## config.mk

```make
export PLATFORM = sky130hd
export DESIGN_NAME = packet_framer
export DESIGN_NICKNAME = d
export VERILOG_FILES = /design/src/rtl/router_pkg.sv /design/src/rtl/payload_buf.sv /design/src/rtl/packet_framer.sv
export SDC_FILE = /design/constraint.sdc
export NUM_CORES = 1
export LEC_CHECK = 0
export ABC_CLOCK_PERIOD_IN_PS = 3400
export CAP_MARGIN = 10
export CORE_MARGIN = 1
export CORE_UTILIZATION = 55
export CTS_CLUSTER_SIZE = 24
export DETAILED_ROUTE_END_ITERATION = 10
export PLACE_DENSITY = 0.85
export SLEW_MARGIN = 5
export SYNTH_ARGS = -nofsm -noshare
export SYNTH_HDL_FRONTEND = slang
export SYNTH_SLANG_ARGS = --single-unit
```

## constraint.sdc

```tcl
create_clock -name clk1 -period 3.4 [get_ports clk1]
set_clock_uncertainty 0.05 [all_clocks]
set_input_delay 0.68 -clock clk1 [delete_from_list [all_inputs] [get_ports clk1]]
set_output_delay 0.68 -clock clk1 [all_outputs]
set_load 0.01 [all_outputs]
```

## src/rtl/router_pkg.sv

```systemverilog
// Shared router definitions: framer FSM states, default header bytes and sizes.
package router_pkg;

  localparam int UWIDTH_DEF  = 8;
  localparam int MAX_LEN_DEF = 16;

  localparam logic [7:0] TS1_DEF = 8'd0;
  localparam logic [7:0] TS2_DEF = 8'd1;
  localparam logic [7:0] TS3_DEF = 8'd2;

  typedef enum logic [2:0] {
    IDLE,
    LOAD,
    HEADER,
    LEN,
    PAYLOAD,
    PARITY
  } framer_state_t;

  // Address width for an n-entry buffer; never zero so a 1-entry buffer still has a port.
  function automatic int addr_w(input int n);
    return (n > 1) ? $clog2(n) : 1;
  endfunction

endpackage

```

## src/rtl/payload_buf.sv

```systemverilog
// Payload store: MAX_LEN x UWIDTH register file, synchronous write, combinational read.
module payload_buf
  import router_pkg::*;
#(
  parameter int UWIDTH  = UWIDTH_DEF,
  parameter int MAX_LEN = MAX_LEN_DEF,
  parameter int AW      = addr_w(MAX_LEN)
) (
  input  logic              clk_i,
  input  logic              we_i,
  input  logic [AW-1:0]     waddr_i,
  input  logic [UWIDTH-1:0] wdata_i,
  input  logic [AW-1:0]     raddr_i,
  output logic [UWIDTH-1:0] rdata_o
);

  logic [UWIDTH-1:0] mem_q [MAX_LEN];

  always_ff @(posedge clk_i) begin
    if (we_i) mem_q[waddr_i] <= wdata_i;
  end

  assign rdata_o = mem_q[raddr_i];

endmodule

```

## src/rtl/packet_framer.sv

```systemverilog
// Buffers one command's payload, then emits header, length, payload and optional
// XOR trailer as one contiguous packet. Trailer enabled by PACKET_FRAMER_PARITY_EN.
module packet_framer
  import router_pkg::*;
#(
  parameter int                UWIDTH  = UWIDTH_DEF,
  parameter int                MAX_LEN = MAX_LEN_DEF,
  parameter logic [UWIDTH-1:0] TS1     = UWIDTH'(TS1_DEF),
  parameter logic [UWIDTH-1:0] TS2     = UWIDTH'(TS2_DEF),
  parameter logic [UWIDTH-1:0] TS3     = UWIDTH'(TS3_DEF)
) (
  input  logic              clk1,
  input  logic              rst,
  input  logic              req_valid,
  input  logic [1:0]        req_dest,
  input  logic [UWIDTH-1:0] req_len,
  output logic              req_ready,
  output logic              req_err,
  input  logic              data_valid,
  input  logic [UWIDTH-1:0] data_in,
  output logic              data_ready,
  input  logic              stop_packet_send,
  output logic              packet_valid_i,
  output logic [UWIDTH-1:0] packet_in,
  output logic [15:0]       pkt_count
);

  localparam int                AW        = addr_w(MAX_LEN);
  localparam logic [UWIDTH-1:0] ONE       = UWIDTH'(1);
  localparam logic [UWIDTH-1:0] MAX_LEN_U = UWIDTH'(MAX_LEN);

  framer_state_t     state_q;
  logic [1:0]        dest_q;
  logic [UWIDTH-1:0] len_q;
  logic [UWIDTH-1:0] cnt_q;
  logic              req_ready_q;
  logic              data_ready_q;
  logic              req_err_q;
  logic              pkt_valid_q;
  logic [UWIDTH-1:0] pkt_data_q;
  logic [15:0]       pkt_count_q;
`ifdef PACKET_FRAMER_PARITY_EN
  logic [UWIDTH-1:0] par_q;
`endif

  logic              cmd_legal_d;
  logic              byte_acc_d;
  logic [UWIDTH-1:0] rd_data_d;

  function automatic logic [UWIDTH-1:0] ts_sel(input logic [1:0] d);
    case (d)
      2'd1:    return TS1;
      2'd2:    return TS2;
      default: return TS3;
    endcase
  endfunction

  assign cmd_legal_d = (req_dest != 2'd0) && (req_len != '0) && (req_len <= MAX_LEN_U);
  assign byte_acc_d  = data_valid && data_ready_q;

  payload_buf #(
    .UWIDTH  (UWIDTH),
    .MAX_LEN (MAX_LEN),
    .AW      (AW)
  ) u_buf (
    .clk_i   (clk1),
    .we_i    (byte_acc_d),
    .waddr_i (cnt_q[AW-1:0]),
    .wdata_i (data_in),
    .raddr_i (cnt_q[AW-1:0]),
    .rdata_o (rd_data_d)
  );

  // State names the byte last put on the wire; a stall only drops valid and holds,
  // so the cycle after the stall clears presents the following byte.
  always_ff @(posedge clk1 or negedge rst) begin
    if (!rst) begin
      state_q      <= IDLE;
      dest_q       <= 2'd0;
      len_q        <= '0;
      cnt_q        <= '0;
      req_ready_q  <= 1'b1;
      data_ready_q <= 1'b0;
      req_err_q    <= 1'b0;
      pkt_valid_q  <= 1'b0;
      pkt_data_q   <= '0;
      pkt_count_q  <= '0;
`ifdef PACKET_FRAMER_PARITY_EN
      par_q        <= '0;
`endif
    end else begin
      req_err_q <= 1'b0;
      case (state_q)
        IDLE: begin
          if (req_valid) begin
            if (cmd_legal_d) begin
              dest_q       <= req_dest;
              len_q        <= req_len;
              cnt_q        <= '0;
              req_ready_q  <= 1'b0;
              data_ready_q <= 1'b1;
              state_q      <= LOAD;
`ifdef PACKET_FRAMER_PARITY_EN
              par_q        <= ts_sel(req_dest) ^ req_len;
`endif
            end else begin
              req_err_q <= 1'b1;
            end
          end
        end
        LOAD: begin
          if (data_valid) begin
`ifdef PACKET_FRAMER_PARITY_EN
            par_q <= par_q ^ data_in;
`endif
            if (cnt_q == len_q - ONE) begin
              cnt_q        <= '0;
              data_ready_q <= 1'b0;
              pkt_valid_q  <= 1'b1;
              pkt_data_q   <= ts_sel(dest_q);
              state_q      <= HEADER;
            end else begin
              cnt_q <= cnt_q + ONE;
            end
          end
        end
        default: begin
          if (stop_packet_send) begin
            pkt_valid_q <= 1'b0;
          end else begin
            pkt_valid_q <= 1'b1;
            case (state_q)
              HEADER: begin
                pkt_data_q <= len_q;
                state_q    <= LEN;
              end
              LEN: begin
                pkt_data_q <= rd_data_d;
                cnt_q      <= cnt_q + ONE;
                state_q    <= PAYLOAD;
              end
              PAYLOAD: begin
                if (cnt_q == len_q) begin
`ifdef PACKET_FRAMER_PARITY_EN
                  pkt_data_q <= par_q;
                  state_q    <= PARITY;
`else
                  pkt_valid_q <= 1'b0;
                  req_ready_q <= 1'b1;
                  pkt_count_q <= pkt_count_q + 16'd1;
                  state_q     <= IDLE;
`endif
                end else begin
                  pkt_data_q <= rd_data_d;
                  cnt_q      <= cnt_q + ONE;
                end
              end
              default: begin
                pkt_valid_q <= 1'b0;
                req_ready_q <= 1'b1;
                pkt_count_q <= pkt_count_q + 16'd1;
                state_q     <= IDLE;
              end
            endcase
          end
        end
      endcase
    end
  end

  assign req_ready      = req_ready_q;
  assign data_ready     = data_ready_q;
  assign req_err        = req_err_q;
  assign packet_valid_i = pkt_valid_q;
  assign packet_in      = pkt_data_q;
  assign pkt_count      = pkt_count_q;

endmodule

```

; Yosys cells after proc, flatten, opt, wreduce, memory -nomap -nowiden
; Memory sizes are Yosys's and may differ from the RTL's.
; Index checks and enable logic that the tools add are counted.
; W data, S select, Z words.
[classes]
n_mux = 47
eq_ne = 21
add_sub_neg = 3
n_reduce_logical = 19
n_bitwise = 5
order_cmp = 1
[ops]
columns = cell, n
row1 = $mux W8, 10
row2 = $pmux W8 S2, 3
row3 = $pmux W16 S2, 1
row4 = $pmux W8 S3, 1
row5 = $reduce_and A6 Y1, 4
row6 = $mux W3, 6
row7 = $mux W1, 17
row8 = $add A16 B1 Y16 const B, 1
row9 = $eq A8 B8 Y1, 2
row10 = $mux W16, 1
row11 = $ne A2 B2 Y1 const B, 5
row12 = $pmux W1 S2, 5
row13 = $pmux W3 S3, 1
row14 = $add A8 B1 Y8 const B, 1
row15 = $le A8 B5 Y1 const B, 1
row16 = $ne A4 B2 Y1 const B, 2
row17 = $reduce_bool A4 Y1, 2
row18 = $reduce_bool A8 Y1, 1
row19 = $sub A8 B1 Y8 const B, 1
row20 = $eq A3 B2 Y1 const B, 2
row21 = $ne A2 B1 Y1 const B, 3
row22 = $ne A3 B2 Y1 const B, 2
row23 = $pmux W3 S2, 1
row24 = $reduce_and A3 Y1, 2
row25 = other kinds (13), 21
[word_totals]
inputBits = 23
memories = 1
regBits = 49
mem_bits_rw = 128
out_inout_bits = 28
elab_cells = 107
[mem_list]
columns = name, depth, width, rd, rd_clocked_by_memory_dff, wr, line_no
row1 = u_buf.mem_q, 16, 8, 1, 0, 1, payload_buf.sv:17  ; logic [UWIDTH-1:0] mem_q [MAX_LEN];

; Logic depth before layout (Yosys ltp)
[logic_depth]
word_depth = 6
mapped_depth = 9
mapped_depth_nobuf = 8

; Modules after synthesis
; Synthesis repeated with hierarchy kept, for this count alone.
[unflattened]
cells_unflattened = 512
area_unflattened_um2 = 7841.3
[by_module_without_submodules]
columns = module, instances, area_each_um2, seq_area_each_um2, cells_per_inst
row1 = payload_buf, 1, 4987.3, 3843.7, 221
row2 = packet_framer, 1, 2854.0, 1227.4, 291

; Worst setup path before layout
; OpenSTA, ideal clock, no wires.
[synth_timing]
kind = register to register
startpoint = register len_q[0]
endpoint = register pkt_data_q[2] (netlist: packet_in[2])
arrival_time_ns = 2.371
n_path_buf = 1
required_ns = 3.232
synth_period_minus_slack_ns = 2.539
slack_ns = 0.861
setup_ns = 0.118
path_stages_with_launch = 8
cell_sequence = dfrtp_1 > or4_1 > or4b_1 > a22oi_2 > a41oi_2 > or2_1 > buf_6 > a21o_1
[synth_via]
elab_chain_len = 4
elab_cells_between_ends = 6
classes_between = add/sub (1) / eq/ne (4) / reduce/logical (1)
[synth_lines]
columns = item, line_no
row1 = start: declaration, packet_framer.sv:34  ; logic [UWIDTH-1:0] len_q;
row2 = start signal: assignment, packet_framer.sv:98  ; len_q <= req_len;
row3 = $sub A8 B1 Y8, packet_framer.sv:116  ; if (cnt_q == len_q - ONE) begin
row4 = $eq A8 B8 Y1, packet_framer.sv:116
row5 = $ne A2 B2 Y1 (no line), n/a
row6 = $reduce_and A6 Y1 (no line) (*), n/a
row7 = end signal: assignment, packet_framer.sv:120  ; pkt_data_q <= ts_sel(dest_q);
row8 = end signal: assignment, packet_framer.sv:134  ; pkt_data_q <= len_q;
row9 = end signal: assignment, packet_framer.sv:138  ; pkt_data_q <= rd_data_d;
row10 = end: declaration, packet_framer.sv:40  ; logic [UWIDTH-1:0] pkt_data_q;
; Mark *: on every way between the ends. The rest lies on a longest branch, timed or not.
; A chain may end at the register's enable or synchronous reset.

; Worst setup path after layout
[layout_timing]
startpoint = register len_q[1]
endpoint = register cnt_q[5]
[layout_via]
elab_chain_len = 5
elab_cells_between_ends = 8
classes_between = add/sub (1) / eq/ne (3) / mux (3) / reduce/logical (1)
[layout_lines]
columns = item, line_no
row1 = $sub A8 B1 Y8, packet_framer.sv:116
row2 = $eq A8 B8 Y1, packet_framer.sv:116
row3 = $mux W8, packet_framer.sv:116
row4 = $mux W8, packet_framer.sv:112  ; if (data_valid) begin
row5 = $pmux W8 S2, packet_framer.sv:93  ; case (state_q)
row6 = end signal: assignment, packet_framer.sv:123  ; cnt_q <= cnt_q + ONE;
row7 = end signal: assignment, packet_framer.sv:139  ; cnt_q <= cnt_q + ONE;
row8 = end signal: assignment, packet_framer.sv:155  ; cnt_q <= cnt_q + ONE;
row9 = end: declaration, packet_framer.sv:35  ; logic [UWIDTH-1:0] cnt_q;
; Parallel ways exist; a longest one is shown, timed or not. The select of a mux whose other input is x is not followed.

==> metrics.txt <==
# TYPE chip_impl_metric gauge
chip_impl_metric{name="synth_warnings",unit=""} 0
chip_impl_metric{name="yosysSeqAreaShare",unit="%"} 66.8
chip_impl_metric{name="max_slew.worst_pin.slew",unit="ns"} 1.07
chip_impl_metric{name="switchingPower",unit="W"} 0.00194
chip_impl_metric{name="power_leakage",unit="nW"} 3.24
chip_impl_metric{name="h_tree_levels",unit=""} 4
chip_impl_metric{name="drc",unit=""} 0
chip_impl_info{name="clock_tree.root_cell",value="sky130_fd_sc_hd__clkbuf_16"} 1
chip_impl_metric{name="place_hpwl",unit="mm"} 10.4
chip_impl_metric{name="cts_clk_pin_slew_worst_paths",unit="ns"} 0.07
chip_impl_info{name="cp_startpoint_kind",value="flop"} 1
chip_impl_metric{name="area_enclosed_by_the_die_boundary",unit="um2"} 14300
chip_impl_info{name="tritoncts",value="built"} 1
chip_impl_info{name="outcome",value="finished clean"} 1
chip_impl_metric{name="slew_viol_final",unit=""} 0
chip_impl_metric{name="report.final.hold_viol_count",unit=""} 0
chip_impl_metric{name="area_growth_from_synthesis_to_layout",unit="%"} 17.6
chip_impl_metric{name="post_cts_resize_count",unit=""} 0
chip_impl_metric{name="die_w",unit="um"} 120
chip_impl_metric{name="setup-tns-final",unit="ns"} 0
chip_impl_metric{name="post_synthesis_instance_area",unit="um2"} 7590
chip_impl_metric{name="cp.buffers_inverters",unit=""} 0
chip_impl_metric{name="syn-mean-instance-area",unit="um2"} 14.9
chip_impl_metric{name="cell_area_after_layout",unit="um2"} 8930
chip_impl_metric{name="first_global_vias",unit=""} 4700
chip_impl_metric{name="cp_data_arrival_time",unit="ns"} 3.16
chip_impl_metric{name="place_area",unit="um2"} 8370
chip_impl_metric{name="totalWireLength",unit="mm"} 16.1
chip_impl_metric{name="pwr-share-comb",unit="%"} 25.5
chip_impl_info{name="synthDominantAreaCellType",value="sky130_fd_sc_hd__edfxtp_1"} 1
chip_impl_metric{name="antenna_violations_before_repair",unit=""} 1
chip_impl_metric{name="timing.final.crit_share",unit="%"} 85.8
chip_impl_metric{name="netlist.area_leader.share",unit="%"} 50.6
chip_impl_metric{name="placer_congestion_estimate",unit=""} 0.868
chip_impl_metric{name="wire_length_of_the_first_global_routing_pass",unit="mm"} 25.3
chip_impl_metric{name="internal-power",unit="W"} 0.00432
chip_impl_metric{name="cts-buffers-inserted",unit=""} 17
chip_impl_metric{name="power_density",unit="nW/um2"} 701
chip_impl_metric{name="required",unit="ns"} 3.64
chip_impl_metric{name="fmax",unit="MHz"} 343
chip_impl_metric{name="dr_total_vias",unit=""} 4712
chip_impl_metric{name="clock-sinks",unit=""} 177
chip_impl_metric{name="synth-edff-count",unit=""} 128
chip_impl_metric{name="reg_power_share",unit="%"} 44.5
chip_impl_info{name="grt_setup_unrepaired",value="no"} 1
chip_impl_metric{name="yosysUniqueCellTypes",unit=""} 55
chip_impl_metric{name="dp.cells",unit=""} 735
chip_impl_metric{name="port-buffer-count",unit=""} 50
chip_impl_info{name="main_flop_type_after_synthesis",value="sky130_fd_sc_hd__edfxtp_1"} 1
chip_impl_metric{name="cts_post_setup_buffers_inserted",unit=""} 0
chip_impl_metric{name="period_needed",unit="ns"} 2.92
chip_impl_metric{name="final_layout_fill_cell_count",unit=""} 909
chip_impl_metric{name="design.core.area",unit="um2"} 13300
chip_impl_metric{name="critical-path-max-stage-delay",unit="ns"} 0.56
chip_impl_metric{name="die-height",unit="um"} 120
chip_impl_metric{name="initial_core_util",unit="%"} 56.9
chip_impl_info{name="cp_top_family",value="simple AND/OR/NAND/NOR gates"} 1
chip_impl_metric{name="drv.max_cap_violation_count",unit=""} 0
chip_impl_metric{name="share_of_power_burned_in_the_clock_network",unit="%"} 29.9
chip_impl_metric{name="drt_first_iter_violations",unit=""} 527
chip_impl_metric{name="first_pass_iters",unit=""} 5
chip_impl_metric{name="worst_slew_margin_rel",unit="%"} 28.4
chip_impl_metric{name="grt_start_max_net_pins",unit=""} 50
chip_impl_metric{name="detail_route.vias_per_cell",unit=""} 6.14
chip_impl_metric{name="detail_route.wl_per_cell",unit="um"} 21.0
chip_impl_info{name="hp-class",value="input pin to asynchronous set/reset pin"} 1
chip_impl_metric{name="sw_frac_of_total",unit="%"} 31.0
chip_impl_metric{name="ys_seq_elements",unit=""} 177
chip_impl_metric{name="worst_skew_pair.late_latency",unit="ns"} 0.44
chip_impl_metric{name="synthCells",unit=""} 510
chip_impl_metric{name="finalPower",unit="W"} 0.00626
chip_impl_metric{name="row_count",unit=""} 42
chip_impl_info{name="critical_path.slowest_cell",value="sky130_fd_sc_hd__or4_1"} 1
chip_impl_info{name="kind_of_end_point_of_the_critical_path",value="flop"} 1
chip_impl_metric{name="post_route_cells_drive_above_1_share",unit="%"} 16.9
chip_impl_metric{name="synthArstFlopShare",unit="%"} 27.7
chip_impl_info{name="post_synth_main_area_contributors",value="sky130_fd_sc_hd__edfxtp_1, sky130_fd_sc_hd__dfrtp_1, sky130_fd_sc_hd__mux4_2, sky130_fd_sc_hd__nor2_1, sky130_fd_sc_hd__xnor2_1"} 1
chip_impl_metric{name="crit_fanout",unit=""} 7
chip_impl_metric{name="worst_hold_slack",unit="ns"} 0.396
chip_impl_metric{name="antenna_left",unit=""} 0
chip_impl_metric{name="grt_use_total",unit="%"} 24.3
chip_impl_metric{name="ioPinCount",unit=""} 51
chip_impl_metric{name="nNetsFinal",unit=""} 608
chip_impl_metric{name="syn-num-nets",unit=""} 540
chip_impl_metric{name="clock_tree.buffer_depth",unit=""} 2
chip_impl_metric{name="finalSetupViolCount",unit=""} 0
chip_impl_metric{name="gr-total-overflow",unit=""} 0
chip_impl_metric{name="ir_worst_vdd",unit="V"} 0.000552
chip_impl_info{name="timing.setup.critical_path_class",value="flop to flop"} 1
chip_impl_metric{name="layoutNonFillerInstCount",unit=""} 768
chip_impl_info{name="crit_chain",value="or4_1 -> or4b_1 -> a22oi_2 -> a31oi_1 -> nor2_2 -> o221ai_1"} 1
chip_impl_metric{name="cts_hold_buffers",unit=""} 0
[placed cells by master, fill, tap and decap left out, types with 14 or more instances in the layout]
| cell type | count |
|---|---|
| sky130_fd_sc_hd__buf_4 | 20 |
| sky130_fd_sc_hd__nand2_1 | 28 |
| sky130_fd_sc_hd__dfrtp_1 | 47 |
| sky130_fd_sc_hd__nor2_1 | 56 |
| sky130_fd_sc_hd__clkdlybuf4s50_1 | 49 |
| sky130_fd_sc_hd__clkbuf_16 | 17 |
| sky130_fd_sc_hd__edfxtp_1 | 128 |
| sky130_fd_sc_hd__mux4_2 | 32 |
| sky130_fd_sc_hd__xnor2_1 | 17 |
| sky130_fd_sc_hd__nor3_1 | 14 |
[cell type report]
type / instances / area [um2] / share of cell area [%]
sequential: 177 / 5070 / 56.8
clock buffer: 19 / 433 / 4.85
clock inverter: 13 / 126 / 1.41
timing repair buffer: 70 / 646 / 7.23
antenna: 1 / 2.50 / 0.0280
inverter: 14 / 52.6 / 0.588
tap: 176 / 220 / 2.46
multi-input combinational: 298 / 2380 / 26.7
[cell usage after synthesis (8+ instances only)]
library cell,instances
sky130_fd_sc_hd__edfxtp_1,128
sky130_fd_sc_hd__nor2_1,56
sky130_fd_sc_hd__dfrtp_1,48
sky130_fd_sc_hd__mux4_2,32
sky130_fd_sc_hd__nand2_1,28
sky130_fd_sc_hd__xnor2_1,17
sky130_fd_sc_hd__clkbuf_1,16
sky130_fd_sc_hd__nor3_1,14
sky130_fd_sc_hd__inv_1,13
sky130_fd_sc_hd__nand3_1,12
sky130_fd_sc_hd__xor2_1,11
sky130_fd_sc_hd__a211oi_1,10
sky130_fd_sc_hd__and2_1,10
sky130_fd_sc_hd__o22ai_1,10
sky130_fd_sc_hd__nand4_1,8
[stage by stage]
step	setup WS, ns	utilization (%)
global route	0.404	66.9
global placement	0.453	62.7
CTS	0.524	66.9
floorplan	0.861	-
detailed placement	0.440	62.7
finish	0.483	66.9
[state kept, by name, summed over array words and instances, names as in the netlist, 2 cells and up]
| signal | count |
|---|---|
| packet_in | 8 |
| u_buf.mem_q | 128 |
| state_q | 3 |
| pkt_count | 16 |
| len_q | 8 |
| dest_q | 2 |
| cnt_q | 8 |
[path summary, 6_finish.rpt]
path,from,endpoint,slack [ns],cells after the start
setup reg to reg,len_q[1]$_DFFE_PN0P_,cnt_q[5]$_DFFE_PN0P_,0.48,6
min in group clk1,pkt_count[15]$_DFFE_PN0P_,pkt_count[15]$_DFFE_PN0P_,0.42,1
hold / removal,rst,cnt_q[1]$_DFFE_PN0P_,0.40,1
setup / recovery,len_q[1]$_DFFE_PN0P_,cnt_q[5]$_DFFE_PN0P_,0.48,6
max in group asynchronous,rst,cnt_q[0]$_DFFE_PN0P_,2.19,1
hold reg to reg,pkt_count[15]$_DFFE_PN0P_,pkt_count[15]$_DFFE_PN0P_,0.42,1
[power by group through the flow]
stage	Sequential, W	Clock [W]	Combinational (W)
floorplan	0.00274	0	0.00108
global placement	0.00280	0	0.00151
detailed placement	0.00282	0	0.00158
CTS	0.00278	0.00189	0.00159
global route	0.00281	0.00197	0.00173
finish	0.00279	0.00188	0.00160
[cells by family after synthesis]
kind of cell | synth area share, %
AOI/OAI and AO/OA | 6.94
xor gates and xnor gates | 3.23
adders and majority gates | 1.15
buffers and inverters | 1.88
DFF | 66.8
muxes | 10.2
and+or+nand+nor | 9.80
[per-layer routing]
layer / wire (um) / GRT usage [%] / vias to the layer above / part of all wire (%)
li1: - / - / 2091 / -
met1: 6590 / 32.3 / 2348 / 41
met2: 7940 / 37.8 / 235 / 49
met3: 1150 / 6.27 / 38 / 7.1
met4: 457 / 11.3 / 0 / 2.8
met5: 0 / 0 / - / 0
No activity file was read; power rests on OpenSTA's default activity.
==> variant (config.mk and constraints unchanged) <==
`UWIDTH_DEF`: 8 -> 9.
--- a/src/rtl/router_pkg.sv
+++ b/src/rtl/router_pkg.sv
@@ -2,5 +2,5 @@
 package router_pkg;
 
-  localparam int UWIDTH_DEF  = 8;
+  localparam int UWIDTH_DEF  = 9;
   localparam int MAX_LEN_DEF = 16;
 
Ports: changed (resized data_in, packet_in and req_len); port bits go from 51 to 54. No check against the original RTL was run, so the function may have changed too.
==> variant against the original RTL <==
Sequential cell count up 19. Power down 8.0%. Global-route usage down 0.066 points. Area after synthesis increased by 12%. Hold slack worse by 76 ps. Design area rose by 11%. Sequential share of layout area grew 0.19 points. Routed wire length grew 10%. Cell count grew 3.9%. Setup slack got worse by 1.7 ps. Highest routed layer unchanged.
==> variant: results (changes against the original RTL) <==
- result of the run: finished, final reports clean, unchanged
- reg-to-reg setup timing slack: 480 ps, about the same
- nets@finish: 629, was 608
- number of buffer cells added on primary ports: 53, was 50
- root buffer cell: sky130_fd_sc_hd__clkbuf_16, unchanged
- top cells by instance count after synthesis: sky130_fd_sc_hd__edfxtp_1, sky130_fd_sc_hd__dfrtp_1, sky130_fd_sc_hd__mux4_2, sky130_fd_sc_hd__nor2_1, sky130_fd_sc_hd__nand2_1, was sky130_fd_sc_hd__edfxtp_1, sky130_fd_sc_hd__nor2_1, sky130_fd_sc_hd__dfrtp_1, sky130_fd_sc_hd__mux4_2, sky130_fd_sc_hd__nand2_1
- gate count of the mapped netlist: 527, was 510
- count of inserted antenna diode cells: 0, was 1
- Synth Net Count: 559, was 540
- destination of the worst register-to-register timing path: cnt_q[6]$_DFFE_PN0P_, was cnt_q[5]$_DFFE_PN0P_
- placer's final routability congestion estimate: 0.918, was 0.868
- Initial DRT Pass Iterations: 5, unchanged
- multiplexer area fraction after synthesis: 14.2%, was 10.2%
- Synth Area in XOR/XNOR: 2.89%, was 3.23%
- number of flip-flops under the largest register name: 144, was 128
- number of warning messages in the yosys log: 0, unchanged
- share of flip-flops with an asynchronous set or reset after synthesis: 26.5%, was 27.7%
- fraction of final layout cells with drive strength greater than 1: 20.8%, was 16.9%
- Resized Gates After CTS: 0, unchanged
- leakage power of the design: 3.54 nW, was 3.24 nW
- pin count of the biggest net entering global routing: 44, was 50
- adder-cell area share of the yosys netlist: 1.03%, was 1.15%
- GRT Total Usage: 24.2%, was 24.3%
- Setup Fix Bufs, Post-CTS: 0, unchanged
- CP Max Fanout: 9, was 7
- synthesized-area fraction occupied by ao, oa, aoi and oai cells: 4.99%, was 6.94%
- path depth of the worst reg2reg path: 9, was 6
- number of antenna violations at the first check in global routing: 0, was 1
- Crit Reg-Reg Startpoint: len_q[0]$_DFFE_PN0P_, was len_q[1]$_DFFE_PN0P_
- number of cells after detailed placement: 766, was 735
- most area-consuming cells after synthesis: sky130_fd_sc_hd__edfxtp_1, sky130_fd_sc_hd__dfrtp_1, sky130_fd_sc_hd__mux4_2, unchanged
- wire length of the first global-routing pass: 27800 um, was 25300 um
- worst IR drop on VDD: 0.458 mV, was 0.552 mV
- number of distinct standard cells referenced by the synthesized netlist: 60, was 55
- sequential element share of the synthesized area: 66.3%, was 66.8%
- Max clock buf depth: 2, unchanged
- average wire length per cell after detail routing: 22.3 um, was 21.0 um
- DP Area: 0.00933 mm2, was 0.00837 mm2
- number of enable flip-flop cells after synthesis: 144, was 128
- worst hold margin: 320 ps, was 396 ps
- transition time of the tightest slew-check pin: 912 ps, was 1070 ps
- Final HPWL DP: 12000 um, was 10400 um
- number of hold buffers added after CTS: 0, unchanged
- register with the most flip-flops: u_buf.mem_q, unchanged
- H-Tree Depth: 4, unchanged
- total via count in the routed design: 4898, was 4712
- Power Internal: 4.18 mW, was 4.32 mW
- overall routed net length: 17800 um, was 16100 um
- Starting DRT DRC Count: 464, was 527
- Setup Slack @ Placement: 365 ps, was 440 ps
- HP Class: input pin to async pin, unchanged
==> variant: power by group through the flow <==
stage	Clock (mW)	Combinational (mW)	Sequential [mW]
floorplan	0	0.900	2.70
global placement	0	1.16	2.74
detailed placement	0	1.19	2.74
CTS	1.90	1.20	2.69
global route	1.99	1.29	2.70
finish	1.88	1.19	2.69
==> variant: how the worst max path moves through the flow <==
stage | startpoint | endpoint | slack [ps]
after floorplan | cnt_q[1]$_DFFE_PN0P_ | u_buf.mem_q[0][0]$_DFFE_PP_ | 910
after global placement | req_len[1] | cnt_q[4]$_DFFE_PN0P_ | 410
after detailed placement | req_len[0] | cnt_q[2]$_DFFE_PN0P_ | 370
after CTS | len_q[0]$_DFFE_PN0P_ | cnt_q[5]$_DFFE_PN0P_ | 620
after global routing | len_q[0]$_DFFE_PN0P_ | cnt_q[6]$_DFFE_PN0P_ | 440
final | len_q[0]$_DFFE_PN0P_ | cnt_q[6]$_DFFE_PN0P_ | 480
==> variant: final cells by class <==
class                           instances  area (um2)
Multi-Input combinational cell        295        2710
Inverter                                8        30.0
Clock inverter                         14         118
Timing Repair Buffer                   79         733
Tap cell                              188         235
Fill cell                            1005        5270
Clock buffer                           18         429
Sequential cell                       196        5630
==> variant: cells by family after synthesis <==
family          count (synthesis)
xor+xnor                       28
buf+inv                        36
flops                         196
fa+ha+maj                       7
compound gates                 57
simple gates                  138
mux                            65
==> variant: worst max-delay path: stages (launching register included) <==
cell,delay [ps]
sky130_fd_sc_hd__dfrtp_1,480
sky130_fd_sc_hd__inv_1,90
sky130_fd_sc_hd__ha_1,230
sky130_fd_sc_hd__nor4bb_1,310
sky130_fd_sc_hd__nor2_1,70
sky130_fd_sc_hd__nor4_1,320
sky130_fd_sc_hd__nand2_1,180
sky130_fd_sc_hd__a2111oi_4,660
sky130_fd_sc_hd__o21ai_0,250
sky130_fd_sc_hd__o2bb2ai_1,160
==> variant: per-layer routing <==
| layer | part of all wire, % | GRT usage (%) |
|---|---|---|
| met1 | 41 | 31.2 |
| met3 | 5.7 | 5.14 |
| met2 | 51 | 40.3 |
| met4 | 2.3 | 9.92 |
| met5 | 0 | 0 |
